**src/rtl/countdown_7s_if.sv**
```systemverilog
`default_nettype none
// +--------------------------------------------------------------------------+
// | countdown_7s_if : board-side control/display bundle of the countdown     |
// | Revision 1.0                                                             |
// +--------------------------------------------------------------------------+
interface countdown_7s_if;
  logic [7:0] Init;
  logic       Load;
  logic       Start;
  logic       Stop;
  logic [6:0] Msb;
  logic [6:0] Lsb;
  logic       Busy;
  logic       Done;

  modport master (
    output Init, Load, Start, Stop,
    input  Msb, Lsb, Busy, Done
  );

  modport slave (
    input  Init, Load, Start, Stop,
    output Msb, Lsb, Busy, Done
  );
endinterface
`default_nettype wire

```
**src/rtl/countdown_7s.sv**
```systemverilog
`default_nettype none
// +--------------------------------------------------------------------------+
// | countdown_7s : two-digit BCD countdown timer (99..00), 7-segment outputs |
// | Optional DONE blink build: define COUNTDOWN_BLINK_EN                     |
// | Revision 1.0                                                             |
// +--------------------------------------------------------------------------+
module countdown_7s #(
  parameter int NBT            = 50000000,
  parameter int CNT_W          = 26,
  parameter int SEG_ACTIVE_LOW = 1
) (
  input  logic          Clk,
  input  logic          Rstn,
  countdown_7s_if.slave bus
);

  typedef enum logic [1:0] {
    IDLE  = 2'd0,
    RUN   = 2'd1,
    PAUSE = 2'd2,
    DONE  = 2'd3
  } state_t;

  localparam logic [CNT_W-1:0] PRESC_LAST = CNT_W'(NBT - 1);
  localparam logic [CNT_W-1:0] PRESC_ONE  = CNT_W'(1);

  function automatic logic [3:0] clamp9(input logic [3:0] nib);
    return (nib > 4'd9) ? 4'd9 : nib;
  endfunction

  // Lit-segment pattern, bit 0 = a .. bit 6 = g.
  function automatic logic [6:0] seg_lit(input logic [3:0] digit);
    logic [6:0] pat;
    case (digit)
      4'd0:    pat = 7'b0111111;
      4'd1:    pat = 7'b0000110;
      4'd2:    pat = 7'b1011011;
      4'd3:    pat = 7'b1001111;
      4'd4:    pat = 7'b1100110;
      4'd5:    pat = 7'b1101101;
      4'd6:    pat = 7'b1111101;
      4'd7:    pat = 7'b0000111;
      4'd8:    pat = 7'b1111111;
      4'd9:    pat = 7'b1101111;
      default: pat = 7'b0000000;
    endcase
    return pat;
  endfunction

  // Button conditioning: two flops for metastability, third for the edge.
  logic [2:0] btn_raw;
  logic [2:0] btn_s1;
  logic [2:0] btn_s2;
  logic [2:0] btn_prev;
  logic [2:0] btn_evt;
  logic       evt_load;
  logic       evt_start;
  logic       evt_stop;

  assign btn_raw   = {bus.Stop, bus.Start, bus.Load};
  assign btn_evt   = btn_s2 & ~btn_prev;
  assign evt_load  = btn_evt[0];
  assign evt_start = btn_evt[1];
  assign evt_stop  = btn_evt[2];

  always_ff @(posedge Clk or negedge Rstn) begin
    if (!Rstn) begin
      btn_s1   <= 3'b000;
      btn_s2   <= 3'b000;
      btn_prev <= 3'b000;
    end else begin
      btn_s1   <= btn_raw;
      btn_s2   <= btn_s1;
      btn_prev <= btn_s2;
    end
  end

  state_t           state;
  state_t           state_n;
  logic [3:0]       tens;
  logic [3:0]       units;
  logic [3:0]       tens_n;
  logic [3:0]       units_n;
  logic [CNT_W-1:0] presc;
  logic [CNT_W-1:0] presc_n;
  logic             busy;
  logic             done;

  logic [3:0] init_tens;
  logic [3:0] init_units;
  logic [3:0] dec_tens;
  logic [3:0] dec_units;
  logic       count_zero;
  logic       dec_zero;
  logic       presc_run;
  logic       presc_wrap;
  logic       tick;
  logic       start_ok;

  assign init_tens  = clamp9(bus.Init[7:4]);
  assign init_units = clamp9(bus.Init[3:0]);
  assign count_zero = (tens == 4'd0) && (units == 4'd0);
  assign dec_zero   = (dec_tens == 4'd0) && (dec_units == 4'd0);
  assign start_ok   = evt_start && !evt_stop;

  always_comb begin
    dec_tens  = tens;
    dec_units = units - 4'd1;
    if (units == 4'd0) begin
      dec_units = 4'd9;
      dec_tens  = tens - 4'd1;
    end
  end

`ifdef COUNTDOWN_BLINK_EN
  // The blink phase reuses the tick, so the prescaler also runs in DONE.
  assign presc_run = (state == RUN) || (state == DONE);
`else
  assign presc_run = (state == RUN);
`endif
  assign presc_wrap = (presc == PRESC_LAST);
  assign tick       = presc_run && presc_wrap;

  always_comb begin
    state_n = state;
    tens_n  = tens;
    units_n = units;
    presc_n = presc;
    if (presc_run) begin
      presc_n = presc_wrap ? '0 : presc + PRESC_ONE;
    end

    case (state)
      IDLE: begin
        if (evt_load) begin
          tens_n  = init_tens;
          units_n = init_units;
        end else if (start_ok) begin
          state_n = count_zero ? DONE : RUN;
          presc_n = '0;
        end
      end
      RUN: begin
        // A decrement landing in the same cycle as Stop still applies.
        if (tick) begin
          tens_n  = dec_tens;
          units_n = dec_units;
        end
        if (tick && dec_zero) begin
          state_n = DONE;
        end else if (evt_stop) begin
          state_n = PAUSE;
        end
      end
      PAUSE: begin
        if (evt_load) begin
          tens_n  = init_tens;
          units_n = init_units;
          presc_n = '0;
          state_n = IDLE;
        end else if (start_ok) begin
          state_n = RUN;
        end
      end
      DONE: begin
        if (evt_load) begin
          tens_n  = init_tens;
          units_n = init_units;
          presc_n = '0;
          state_n = IDLE;
        end
      end
      default: begin
        state_n = IDLE;
      end
    endcase
  end

  always_ff @(posedge Clk or negedge Rstn) begin
    if (!Rstn) begin
      state <= IDLE;
      tens  <= 4'd0;
      units <= 4'd0;
      presc <= '0;
      busy  <= 1'b0;
      done  <= 1'b0;
    end else begin
      state <= state_n;
      tens  <= tens_n;
      units <= units_n;
      presc <= presc_n;
      busy  <= (state == RUN);
      done  <= (state == DONE);
    end
  end

  logic blank;

`ifdef COUNTDOWN_BLINK_EN
  logic phase;
  logic phase_n;

  // Held at zero outside DONE, so every entry into DONE starts visible.
  always_comb begin
    phase_n = phase;
    if (state != DONE) begin
      phase_n = 1'b0;
    end else if (tick) begin
      phase_n = ~phase;
    end
  end

  always_ff @(posedge Clk or negedge Rstn) begin
    if (!Rstn) begin
      phase <= 1'b0;
    end else begin
      phase <= phase_n;
    end
  end

  assign blank = phase && (state == DONE);
`else
  assign blank = 1'b0;
`endif

  logic [6:0] lit_msb;
  logic [6:0] lit_lsb;

  assign lit_msb = blank ? 7'b0000000 : seg_lit(tens);
  assign lit_lsb = blank ? 7'b0000000 : seg_lit(units);

  assign bus.Msb  = (SEG_ACTIVE_LOW != 0) ? ~lit_msb : lit_msb;
  assign bus.Lsb  = (SEG_ACTIVE_LOW != 0) ? ~lit_lsb : lit_lsb;
  assign bus.Busy = busy;
  assign bus.Done = done;

endmodule
`default_nettype wire
```
**src/flat_wrapper.sv**
```systemverilog
// flat-port wrapper written by rule: the top's interface ports become plain ports
module countdown_7s_flat 
#(
  parameter int NBT            = 50000000,
  parameter int CNT_W          = 26,
  parameter int SEG_ACTIVE_LOW = 1
)
  (Clk, Rstn, bus_Init, bus_Load, bus_Start, bus_Stop, bus_Msb, bus_Lsb, bus_Busy, bus_Done);
  countdown_7s_if bus_i ();
  input  logic Clk;
  input  logic Rstn;
  input wire logic [$bits(bus_i.Init)-1:0] bus_Init;
  input wire logic [$bits(bus_i.Load)-1:0] bus_Load;
  input wire logic [$bits(bus_i.Start)-1:0] bus_Start;
  input wire logic [$bits(bus_i.Stop)-1:0] bus_Stop;
  output wire logic [$bits(bus_i.Msb)-1:0] bus_Msb;
  output wire logic [$bits(bus_i.Lsb)-1:0] bus_Lsb;
  output wire logic [$bits(bus_i.Busy)-1:0] bus_Busy;
  output wire logic [$bits(bus_i.Done)-1:0] bus_Done;
  assign bus_i.Init = bus_Init;
  assign bus_i.Load = bus_Load;
  assign bus_i.Start = bus_Start;
  assign bus_i.Stop = bus_Stop;
  assign bus_Msb = bus_i.Msb;
  assign bus_Lsb = bus_i.Lsb;
  assign bus_Busy = bus_i.Busy;
  assign bus_Done = bus_i.Done;
  countdown_7s #(.NBT(NBT), .CNT_W(CNT_W), .SEG_ACTIVE_LOW(SEG_ACTIVE_LOW)) u_core (.Clk(Clk), .Rstn(Rstn), .bus(bus_i));
endmodule
```
**config.mk**
```make
export PLATFORM = sky130hd
export DESIGN_NAME = countdown_7s_flat
export DESIGN_NICKNAME = d
export VERILOG_FILES = /design/src/rtl/countdown_7s_if.sv /design/src/rtl/countdown_7s.sv /design/src/flat_wrapper.sv
export SDC_FILE = /design/constraint.sdc
export NUM_CORES = 1
export LEC_CHECK = 0
export BUFFER_PORTS_ARGS = -buffer_cell sky130_fd_sc_hd__buf_2
export CORE_MARGIN = 2
export CORE_UTILIZATION = 60
export CTS_BUF_LIST = sky130_fd_sc_hd__clkbuf_8
export CTS_CLUSTER_DIAMETER = 150
export DETAILED_ROUTE_END_ITERATION = 12
export PLACE_DENSITY = 0.87
export REMOVE_ABC_BUFFERS = 1
export SYNTH_ARGS = -nofsm -noshare
export SYNTH_HDL_FRONTEND = slang
export SYNTH_SLANG_ARGS = --single-unit
```
**constraint.sdc**
```tcl
create_clock -name Clk -period 2.3 [get_ports Clk]
set_input_delay 0.46 -clock Clk [delete_from_list [all_inputs] [get_ports Clk]]
set_output_delay 0.46 -clock Clk [all_outputs]
set_load 0.01 [all_outputs]
```
==> results of run 1 <==
==> area by class of cell <==
class                           instances  area share
Clock inverter                          3      0.0138
Sequential cell                        47       0.371
Timing Repair Buffer                   36      0.0670
Inverter                               16      0.0189
Clock buffer                            5      0.0217
Tap cell                               52      0.0205
Multi-Input combinational cell        230       0.487
==> cell usage after synthesis, types with 3 or more instances <==
cell and instances:
sky130_fd_sc_hd__o21ai_0 16, sky130_fd_sc_hd__nor4_1 3, sky130_fd_sc_hd__xor2_1 7, sky130_fd_sc_hd__nand2b_1 4, sky130_fd_sc_hd__nor2b_1 3, sky130_fd_sc_hd__a211oi_1 4, sky130_fd_sc_hd__nor3_1 8, sky130_fd_sc_hd__or2_2 3
sky130_fd_sc_hd__dfrtp_1 47, sky130_fd_sc_hd__buf_6 3, sky130_fd_sc_hd__o31ai_1 5, sky130_fd_sc_hd__nor2_1 27, sky130_fd_sc_hd__nand2_1 25, sky130_fd_sc_hd__a21oi_1 12, sky130_fd_sc_hd__nand4_1 6, sky130_fd_sc_hd__xnor2_1 16
sky130_fd_sc_hd__nor3_2 5, sky130_fd_sc_hd__ha_1 13, sky130_fd_sc_hd__inv_1 15, sky130_fd_sc_hd__nor2_2 20, sky130_fd_sc_hd__a31oi_1 6, sky130_fd_sc_hd__clkbuf_1 3, sky130_fd_sc_hd__nor4_4 3, sky130_fd_sc_hd__nand3_1 15
==> how the worst max path moves through the flow <==
stage / startpoint / to / slack [ns]
4_1_cts: u_core.tens[1] / bus_Msb[3] / 0.05
5_1_grt: u_core.state[1] / u_core.units[3] / 0.02
3_5_place_dp: u_core.units[1] / u_core.units[2] / 0.12
2_1_floorplan: u_core.presc[9] / u_core.presc[21] / -0.17
3_3_place_gp: u_core.units[1] / u_core.units[2] / 0.19
6_report: u_core.units[1] / u_core.units[2] / 0.11
==> where the power goes <==
part           total, µW  internal (µW)  switching (µW)
clock                596            323             273
sequential          1110            932             175
combinational       1220            497             726
total               2930           1750            1170
==> through the flow <==
| stage | cells | area (µm²) | utilization | power, µW |
|---|---|---|---|---|
| finish | 389 | 3170 | 0.714 | 2930 |
| global route | 389 | 3170 | 0.714 | 3120 |
| CTS | 389 | 3160 | 0.711 | 2920 |
| detailed placement | 381 | 3050 | 0.685 | 2320 |
| global placement | 381 | 3050 | 0.685 | 2280 |
| floorplan | 293 | 2770 | - | 1840 |
==> logic make-up (layout without fill, tap and decap cells) <==
kind of cell / Yosys count / after routing / share of synthesized area
buffers and inverters: 25 / 60 / 0.0420
AND/OR/NAND/NOR: 136 / 136 / 0.279
multiplexers: 2 / 2 / 0.00708
adder cells (fa/ha/maj): 13 / 13 / 0.0575
AO/OA/AOI/OAI: 56 / 56 / 0.127
flip-flops: 47 / 47 / 0.416
XOR/XNOR: 23 / 23 / 0.0713
==> sequential cells by signal, summed over array words and instances (netlist names) <==
signal and cells:
u_core.units 4, u_core.bus.Busy 1, u_core.tens 4, u_core.btn_s1 3
u_core.state 2, u_core.btn_s2 3, u_core.bus.Done 1, u_core.btn_prev 3
u_core.presc 26
==> critical path: stages (launching register included) <==
cell and delay, ns:
sky130_fd_sc_hd__dfrtp_2 0.45, sky130_fd_sc_hd__inv_1 0.17, sky130_fd_sc_hd__ha_2 0.26, sky130_fd_sc_hd__or3b_2 0.46
sky130_fd_sc_hd__and4_1 0.21, sky130_fd_sc_hd__a31oi_1 0.15, sky130_fd_sc_hd__a21oi_1 0.06, sky130_fd_sc_hd__a311o_1 0.32
==> timing repair <==
action	CTS	global route
resized for setup	0	5
setup endpoints to repair	0	9
hold buffers	0	0
==> routing by layer <==
layer / track usage / part of all wire
met2: 0.393 / 0.50
met5: 0 / 0
met3: 0.0345 / 0.048
met1: 0.344 / 0.44
met4: 0.0782 / 0.014
==> impl_summary.log, run 1 <==
INFO  metric status = complete, no violations
INFO  metric pwr_density_cell = 922 mW/mm²
INFO  metric via_count = 2,337
INFO  metric grt_setup_unrepaired = no
INFO  metric number_of_global_route_vias_before_repair = 2,149
INFO  metric worst-r2r-setup-slack = 0.11 ns
INFO  metric worst_margin_pin_slew = 0.634 ns
INFO  metric design.core.area = 0.00444 mm²
INFO  metric clkTransAtPathRegs = 0.08 ns
INFO  metric reg2reg_to = u_core.units[2]
INFO  metric final.setup_skew = 0.0110 ns
INFO  metric effective_utilization_at_floorplan = 0.636
INFO  metric worst-path-max-fanout = 6
INFO  metric most_frequent_standard_cell_in_the_layout_excluding_fill_and_tap_cells = sky130_fd_sc_hd__dfrtp_1
INFO  metric synth_area_leader_cell = sky130_fd_sc_hd__dfrtp_1
INFO  metric ctsRootBufferMaster = sky130_fd_sc_hd__clkbuf_8
INFO  metric timing.final.crit_period = 2.19 ns
INFO  metric portion_of_the_clock_cycle_consumed_by_the_worst_path_in_the_final_layout = 0.951
INFO  metric drt-wirelength-per-cell = 15.4 µm
INFO  metric worst_r2r_startpoint = u_core.units[1]
INFO  metric p_leak = 0.00138 µW
INFO  metric die_w = 72.6 µm
INFO  metric numPortBuffers = 28
INFO  metric drt_pre_antenna_iters = 5
INFO  metric track_usage = 0.244
INFO  metric ir_drop_worst_vdd = 0.000622 V
INFO  metric synth-warning-count = 0
INFO  metric fin_hold_ws = 0.0638 ns
INFO  metric synth-async-reset-ratio = 1.00
INFO  metric area.growth.synth_to_final = 12.3%
INFO  metric postSynthRegisterBits = 47
INFO  metric cts-htree-levels = 2
INFO  metric timing.critical_path.required = 2.48 ns
INFO  metric synthesis.area = 0.00283 mm²
INFO  metric final_net_count = 362
INFO  metric fmax = 457 MHz
INFO  metric setup_viol_count_final = 0
INFO  metric worstPathArrival = 2.37 ns
INFO  metric r2r.worst_path.cells = 7
INFO  metric synthesis.area_per_instance = 9.36 µm²
INFO  metric setup-tns-final = 0 ns
INFO  metric max_cap_violations = 0
INFO  metric globalRoute.totalOverflow = 0
INFO  metric grt_pass1_wl = 10,000 µm
INFO  metric synth_top_flop_cell = sky130_fd_sc_hd__dfrtp_1
INFO  metric synth-seq-area-share = 0.416
INFO  metric fp.dieH = 72.6 µm
INFO  metric synthTopCellsByArea = sky130_fd_sc_hd__dfrtp_1, sky130_fd_sc_hd__ha_1, sky130_fd_sc_hd__xnor2_1
INFO  metric synth_cell_type_count = 51
INFO  metric detailedPlacementHpwl = 4460 µm
INFO  metric post-place-ws = 0.123 ns
INFO  metric fill_cells = 329
INFO  metric cp_launch_type = register
INFO  metric synth-edff-count = 0
INFO  metric multi_input_combinational_cell_area = 0.00154 mm²
INFO  metric grt_max_degree = 31
INFO  metric drive_gt1_frac = 0.252
INFO  metric numClockSinks = 47
INFO  metric remaining_drc_errors = 0
INFO  metric timing.final.ws_setup = 0.112 ns
INFO  metric antenna_cells = 0
INFO  metric netlist_instances = 302
INFO  metric ff_latch_area = 0.00118 mm²
INFO  metric route.detailed.vias_per_inst = 6.01
INFO  metric floorplan.io_pins = 29
INFO  metric tritoncts.num_buffers = 5
INFO  metric worst_hold_path_type = input port to asynchronous set/reset pin
INFO  metric cts.path.max_buffers = 2
INFO  metric critPathKind = register to register
INFO  metric clock_latency_on_the_worst_skew_pair = 0.30 ns
INFO  metric clock_tree_from_tritoncts = yes
INFO  metric rows = 24
INFO  metric postRouteWirelength = 5990 µm
INFO  metric antenna_violations_before_repair = 0
INFO  metric endpoint_kind = register
INFO  metric die_area = 0.00528 mm²
INFO  metric drt_iter0_markers = 253
INFO  metric yosysTopAreaCellShare = 0.416
INFO  metric layout_common_cells = sky130_fd_sc_hd__dfrtp_1, sky130_fd_sc_hd__buf_2, sky130_fd_sc_hd__nor2_1, sky130_fd_sc_hd__nand2_1, sky130_fd_sc_hd__nor2_2
INFO  metric finalWeightedCongestion = 0.909
INFO  metric final_max_slew_viol_count = 0
INFO  metric final_antenna_net_count = 0
INFO  metric max_slew_headroom = 0.573
INFO  metric post_cts_setup_buffers = 0
INFO  metric report.final.hold_viol_count = 0
Note: power is estimated with default switching activity, not from simulation.
==> run 2: changes to the inputs <==
--- a/config.mk
+++ b/config.mk
@@ -13,6 +13,7 @@
 export DETAILED_ROUTE_END_ITERATION = 12
 export PLACE_DENSITY = 0.87
 export REMOVE_ABC_BUFFERS = 1
+export SETUP_SLACK_MARGIN = 0.3
 export SYNTH_ARGS = -nofsm -noshare
 export SYNTH_HDL_FRONTEND = slang
 export SYNTH_SLANG_ARGS = --single-unit
==> impl_summary.log, run 2 (synthesized netlist as in run 1, its figures left out) <==
INFO  metric most_frequent_standard_cell_in_the_layout_excluding_fill_and_tap_cells = sky130_fd_sc_hd__dfrtp_1
INFO  metric ctsRootBufferMaster = sky130_fd_sc_hd__clkbuf_8
INFO  metric placed_cell_area = 0.00305 mm² (unchanged)
INFO  metric worst-path-max-fanout = 11 (+5)
INFO  metric final_max_slew_viol_count = 0 (unchanged)
INFO  metric clkTransAtPathRegs = 0.09 ns (about the same)
INFO  metric area.growth.synth_to_final = 26.4%
INFO  metric fmax = 476 MHz (+4.2%)
INFO  metric numClockSinks = 47 (unchanged)
INFO  metric path_cells = nor2b_1 -> nor3_1 -> o31ai_1 -> a21oi_4 -> buf_4 -> buf_12 -> nor2_2
INFO  metric drt_iter0_markers = 210 (-17%)
INFO  metric worst_path_dominant_cell_family = compound AO/OA/AOI/OAI gates
INFO  metric timing.final.crit_period = 2.10 ns (-0.0877 ns)
INFO  metric r2r.worst_path.cells = 7 (unchanged)
INFO  metric remaining_drc_errors = 0 (unchanged)
INFO  metric cts-htree-levels = 2 (unchanged)
INFO  metric detailedPlacementHpwl = 4460 µm (unchanged)
INFO  metric globalRoute.totalOverflow = 0 (unchanged)
INFO  metric worstPathArrival = 2.34 ns (-0.03 ns)
INFO  metric max_flop_register = u_core.presc
INFO  metric report.final.hold_viol_count = 0 (unchanged)
INFO  metric drive_gt1_frac = 0.385 (+0.133)
INFO  metric crit_cells = 7 (unchanged)
INFO  metric status = complete, no violations
INFO  metric drt-wirelength-per-cell = 18.2 µm (+18%)
INFO  metric antenna_violations_before_repair = 0 (unchanged)
INFO  metric comb_power_share = 0.503 (+0.085)
INFO  metric final_net_count = 381 (+5.2%)
INFO  metric max_slew_headroom = 0.449 (-0.124)
INFO  metric multi_input_combinational_cell_area = 0.00173 mm² (+12%)
INFO  metric setup-tns-final = 0 ns (unchanged)
INFO  metric setup_viol_count_final = 0 (unchanged)
INFO  metric cp_launch_type = register
INFO  metric numPortBuffers = 28 (unchanged)
INFO  metric drt_pre_antenna_iters = 5 (unchanged)
INFO  metric max_stage_delay = 0.69 ns (+0.23 ns)
INFO  metric power.share.sequential = 0.322 (-0.056)
INFO  metric die_w = 72.6 µm (unchanged)
INFO  metric fp.dieH = 72.6 µm (unchanged)
INFO  metric ff_latch_area = 0.00119 mm² (+0.74%)
INFO  metric power.net_switching = 1410 µW (+20%)
INFO  metric track_usage = 0.266 (+0.0217)
INFO  metric p_leak = 0.00150 µW (+9.1%)
INFO  metric worstPathBufferInverterCount = 2 (+1)
INFO  metric worst_margin_pin_slew = 0.819 ns (+0.185 ns)
INFO  metric fin_hold_ws = 0.0537 ns (-0.0101 ns)
INFO  metric clock_latency_on_the_worst_skew_pair = 0.31 ns (about the same)
INFO  metric ir_drop_worst_vdd = 0.000675 V (+8.5%)
INFO  metric cts.path.max_buffers = 2 (unchanged)
INFO  metric rows = 24 (unchanged)
INFO  metric number_of_global_route_vias_before_repair = 2,278 (+6.0%)
INFO  metric final_antenna_net_count = 0 (unchanged)
INFO  metric tritoncts.num_buffers = 5 (unchanged)
INFO  metric largest_reg_flops = 26 (unchanged)
INFO  metric stdcell_area = 0.00357 mm² (+13%)
INFO  metric fin_total_pwr = 3500 µW (+19%)
INFO  metric floorplan.io_pins = 29 (unchanged)
INFO  metric effective_utilization_at_floorplan = 0.636 (unchanged)
INFO  metric share_clk_of_total_power = 0.174 (-0.030)
INFO  metric endpoint_kind = register
INFO  metric grt_pass1_wl = 10,800 µm (+8.3%)
INFO  metric layout_top_registers = u_core.presc (26), u_core.tens (4), u_core.units (4)
INFO  metric portion_of_the_clock_cycle_consumed_by_the_worst_path_in_the_final_layout = 0.913 (-0.0381)
INFO  metric pwr_density_cell = 979 mW/mm² (+6.1%)
INFO  metric route.detailed.vias_per_inst = 6.28 (+4.6%)
INFO  metric timing.critical_path.required = 2.54 ns (+0.06 ns)
INFO  metric antenna_cells = 0 (unchanged)
INFO  metric design.core.area = 0.00444 mm² (unchanged)
INFO  metric critPathKind = register to register
INFO  metric clock_tree_from_tritoncts = yes
INFO  metric timing.critical_path.slowest_stage_cell = sky130_fd_sc_hd__o31ai_1
INFO  metric grt_setup_unrepaired = yes
INFO  metric fill_cells = 247 (-25%)
INFO  metric finalWeightedCongestion = 0.909 (unchanged)
INFO  metric postRouteWirelength = 7430 µm (+24%)
INFO  metric final.setup_skew = 0.0118 ns (+0.000811 ns)
INFO  metric via_count = 2,564 (+9.7%)
INFO  metric die_area = 0.00528 mm² (unchanged)
INFO  metric worst_hold_path_type = input port to asynchronous set/reset pin
INFO  metric cts_hold_buf = 0 (unchanged)
INFO  metric power.switching_fraction = 0.404 (+0.00319)
INFO  metric layout_common_cells = sky130_fd_sc_hd__dfrtp_1, sky130_fd_sc_hd__buf_2, sky130_fd_sc_hd__nor2_1, sky130_fd_sc_hd__nand2_1, sky130_fd_sc_hd__buf_4
INFO  metric p_int = 2080 µW (+19%)
INFO  metric grt_max_degree = 31 (unchanged)
INFO  metric max_cap_violations = 0 (unchanged)
## run 2: metrics by stage
step	util	setup WS (ns)	cells
after global placement	0.685	0.187	381
after CTS	0.748	0.293	399
after detailed placement	0.685	0.123	381
final	0.804	0.200	408
after global routing	0.804	0.198	408
after floorplan	-	-0.174	293
## run 2: worst register-to-register path: cells and delay by family (launching register included)
kind / cells / cell delay, ns
flops: 1 / 0.38
compound gates: 2 / 0.76
buf+inv: 2 / 0.33
simple gates: 3 / 0.56
## run 2: final timing paths
kind | start | end | slack, ns
setup / recovery | u_core.btn_s2[2] | u_core.presc[11] | 0.20
hold / removal | Rstn | u_core.btn_s1[0] | 0.05
setup reg to reg | u_core.btn_s2[2] | u_core.presc[11] | 0.20
hold reg to reg | u_core.btn_s1[2] | u_core.btn_s2[2] | 0.36
max in group asynchronous | Rstn | u_core.units[1] | 1.50
min in group Clk | bus_Start | u_core.btn_s1[1] | 0.25
## run 2: layer usage
layer | wire (µm) | track usage
met2 | 3860 | 0.438
met5 | 0 | 0
met4 | 227 | 0.0988
met1 | 2900 | 0.359
met3 | 442 | 0.0373
## run 2: area by class of cell
cell class / instances / area share
multi-input combinational: 230 / 0.484
sequential: 47 / 0.332
timing repair buffer: 55 / 0.114
inverter: 16 / 0.0196
clock buffer: 5 / 0.0193
tap: 52 / 0.0182
clock inverter: 3 / 0.0123
## run 2: power groups by stage
stage / Combinational [µW] / Sequential, µW / Clock (µW)
after floorplan: 775 / 1070 / 0
after global placement: 1180 / 1100 / 0
after detailed placement: 1210 / 1110 / 0
after CTS: 1450 / 1080 / 614
after global routing: 1880 / 1140 / 643
final: 1760 / 1130 / 609
## run 2: what timing repair did
action	CTS	global route
gates resized for setup	23	43
hold endpoints to repair	0	0
pin swaps	5	16
cloned	1	1
setup buffers	9	8
setup endpoints to repair	35	41
==> run 3: changes to the inputs <==
--- a/config.mk
+++ b/config.mk
@@ -5,7 +5,7 @@
 export SDC_FILE = /design/constraint.sdc
 export NUM_CORES = 1
 export LEC_CHECK = 0
-export BUFFER_PORTS_ARGS = -buffer_cell sky130_fd_sc_hd__buf_2
+export BUFFER_PORTS_ARGS = -buffer_cell sky130_fd_sc_hd__buf_4
 export CORE_MARGIN = 2
 export CORE_UTILIZATION = 60
 export CTS_BUF_LIST = sky130_fd_sc_hd__clkbuf_8
==> impl_summary.log, run 3 (synthesized netlist as in run 1, its figures left out) <==
INFO  metric max_cap_violations = 0 (unchanged)
INFO  metric drt_iter0_markers = 165 (-21%)
INFO  metric number_of_global_route_vias_before_repair = 2,348 (+3.1%)
INFO  metric max_stage_delay = 0.56 ns (-0.13 ns)
INFO  metric multi_input_combinational_cell_area = 0.00177 mm² (+2.2%)
INFO  metric drt_pre_antenna_iters = 5 (unchanged)
INFO  metric rows = 24 (unchanged)
INFO  metric max_slew_headroom = 0.624 (+0.175)
INFO  metric final_net_count = 389 (+2.1%)
INFO  metric busiest_layer = met2
INFO  metric worst_margin_pin_slew = 0.563 ns (-0.256 ns)
INFO  metric cts.path.max_buffers = 2 (unchanged)
INFO  metric finalWeightedCongestion = 0.928 (+2.1%)
INFO  metric r2r.worst_path.cells = 6 (-1)
INFO  metric via_count = 2,543 (-0.82%)
INFO  metric reg2reg_to = u_core.presc[25]
INFO  metric globalRoute.totalOverflow = 0 (unchanged)
INFO  metric layoutNonFillerInstCount = 416 (+2.0%)
INFO  metric critPathLaunch = u_core.presc[18]
INFO  metric timing.critical_path.required = 2.49 ns (-0.05 ns)
INFO  metric final_max_slew_viol_count = 0 (unchanged)
INFO  metric detailedPlacementHpwl = 4420 µm (-0.82%)
INFO  metric effective_utilization_at_floorplan = 0.636 (unchanged)
INFO  metric met2_usage = 0.443 (+0.00505)
INFO  metric worst-r2r-setup-slack = 0.24 ns (+0.04 ns)
INFO  metric remaining_drc_errors = 0 (unchanged)
INFO  metric worstPathBufferInverterCount = 1 (-1)
INFO  metric layout_common_cells = sky130_fd_sc_hd__buf_4, sky130_fd_sc_hd__dfrtp_1, sky130_fd_sc_hd__nor2_1, sky130_fd_sc_hd__nand2_1, sky130_fd_sc_hd__xnor2_1
INFO  metric setup-tns-final = 0 ns (unchanged)
INFO  metric placed_cells = 381 (unchanged)
INFO  metric area.growth.synth_to_final = 31.6%
INFO  metric design.core.area = 0.00444 mm² (unchanged)
INFO  metric most_frequent_standard_cell_in_the_layout_excluding_fill_and_tap_cells = sky130_fd_sc_hd__buf_4
INFO  metric stdcell_area = 0.00372 mm² (+4.1%)
INFO  metric largest_reg_flops = 26 (unchanged)
INFO  metric worst_r2r_startpoint = u_core.presc[18]
INFO  metric clock_tree_from_tritoncts = yes
INFO  metric worst_path_dominant_cell_family = simple AND/OR/NAND/NOR gates
INFO  metric numClockSinks = 47 (unchanged)
INFO  metric layout_top_registers = u_core.presc (26), u_core.tens (4), u_core.units (4)
INFO  metric postRouteWirelength = 7370 µm (-0.81%)
INFO  metric cp_launch_type = register
INFO  metric grt_setup_unrepaired = yes
INFO  metric track_usage = 0.267 (+0.00116)
INFO  metric drt-wirelength-per-cell = 17.7 µm (-2.7%)
INFO  metric setup_viol_count_final = 0 (unchanged)
INFO  metric tritoncts.num_buffers = 5 (unchanged)
INFO  metric worst-path-max-fanout = 5 (-6)
INFO  metric floorplan.io_pins = 29 (unchanged)
INFO  metric numPortBuffers = 28 (unchanged)
INFO  metric fp.dieH = 72.6 µm (unchanged)
INFO  metric ctsRootBufferMaster = sky130_fd_sc_hd__clkbuf_8
INFO  metric grt_pass1_wl = 10,900 µm (+0.70%)
INFO  metric p_leak = 0.00152 µW (+1.2%)
INFO  metric utilization = 0.837 (+0.0332)
INFO  metric critPathKind = register to register
INFO  metric worst_hold_path_type = input port to asynchronous set/reset pin
INFO  metric antenna_cells = 0 (unchanged)
INFO  metric ir_drop_worst_vdd = 0.000785 V (+16%)
INFO  metric route.detailed.vias_per_inst = 6.11 (-2.7%)
INFO  metric cts-htree-levels = 2 (unchanged)
INFO  metric placed_cell_area = 0.00312 mm² (+2.3%)
INFO  metric clock_latency_on_the_worst_skew_pair = 0.31 ns (about the same)
INFO  metric die_w = 72.6 µm (unchanged)
INFO  metric fill_cells = 250 (+1.2%)
INFO  metric cts_hold_buf = 0 (unchanged)
INFO  metric ff_latch_area = 0.00119 mm² (+0.11%)
INFO  metric max_flop_register = u_core.presc
INFO  metric final.setup_skew = 0.0108 ns (-0.00105 ns)
INFO  metric final_antenna_net_count = 0 (unchanged)
INFO  metric clkTransAtPathRegs = 0.09 ns (about the same)
INFO  metric path_cells = or4b_4 -> nor3_4 -> nand4_1 -> a21oi_4 -> clkbuf_16 -> nor2_4
INFO  metric fin_hold_ws = 0.136 ns (+0.0820 ns)
INFO  metric gr-usage-met3 = 0.0525 (+0.0152)
INFO  metric timing.final.crit_period = 2.06 ns (-0.0417 ns)
INFO  metric grt.met1_usage = 0.359 (about the same)
INFO  metric grt_max_degree = 48 (+55%)
INFO  metric worstPathArrival = 2.25 ns (-0.09 ns)
INFO  metric drive_gt1_frac = 0.409 (+0.0245)
INFO  metric fmax = 486 MHz (+2.0%)
INFO  metric die_area = 0.00528 mm² (unchanged)
INFO  metric portion_of_the_clock_cycle_consumed_by_the_worst_path_in_the_final_layout = 0.895 (-0.0181)
INFO  metric status = complete, no violations
INFO  metric antenna_violations_before_repair = 0 (unchanged)
INFO  metric timing.critical_path.slowest_stage_cell = sky130_fd_sc_hd__or4b_4
INFO  metric endpoint_kind = register
INFO  metric pwr_density_cell = 959 mW/mm² (-2.1%)
INFO  metric report.final.hold_viol_count = 0 (unchanged)
==> run 3: cell count changes in the layout (fill, tap and decap cells not counted), sizes merged <==
| cell | change |
|---|---|
| buf | +7 |
| bufinv | -1 |
| clkbuf | +1 |
| clkinv | -1 |
| clkinvlp | +1 |
| inv | +1 |
==> run 3: timing repair <==
action | CTS | global route
gates resized for setup | 20 | 51
buffers inserted | 10 | 14
pin swaps | 4 | 34
endpoints found under the setup margin | 38 | 45
gates cloned | 0 | 3
==> run 3: report_power, final <==
| group | switching [µW] | internal [µW] | total, µW |
|---|---|---|---|
| Combinational | 989 | 931 | 1920 |
| Clock | 298 | 224 | 522 |
| Sequential | 187 | 937 | 1120 |
==> run 3: how the worst max path moves through the flow <==
| stage | endpoint | slack [ns] | cells past startpoint |
|---|---|---|---|
| floorplan | u_core.presc[21] | -0.17 | 5 |
| global placement | u_core.units[2] | 0.18 | 7 |
| detailed placement | u_core.units[2] | 0.07 | 7 |
| CTS | bus_Msb[3] | 0.29 | 5 |
| global route | u_core.presc[10] | 0.13 | 6 |
| finish | u_core.presc[25] | 0.24 | 6 |
==> run 3: layer usage <==
metal  vias to the layer above  wire (µm)  share of wire
met5                         -          0              0
met4                         0        127          0.017
met3                        17        442          0.060
met2                       109       3840           0.52
met1                      1235       2960           0.40
li1                       1182          -              -
==> run 3: metrics by stage <==
step	total power, µW	worst slack [ns]
CTS	3080	0.285
floorplan	1840	-0.174
global route	3790	0.131
detailed placement	2430	0.0692
global placement	2390	0.181
finish	3570	0.242
==> run 3: cell type report <==
cell class | instances | share of cell area
Inverter | 16 | 0.0192
Sequential cell | 47 | 0.320
Multi-Input combinational cell | 230 | 0.475
Timing Repair Buffer | 63 | 0.143
Clock buffer | 5 | 0.0185
Clock inverter | 3 | 0.00706
Tap cell | 52 | 0.0175
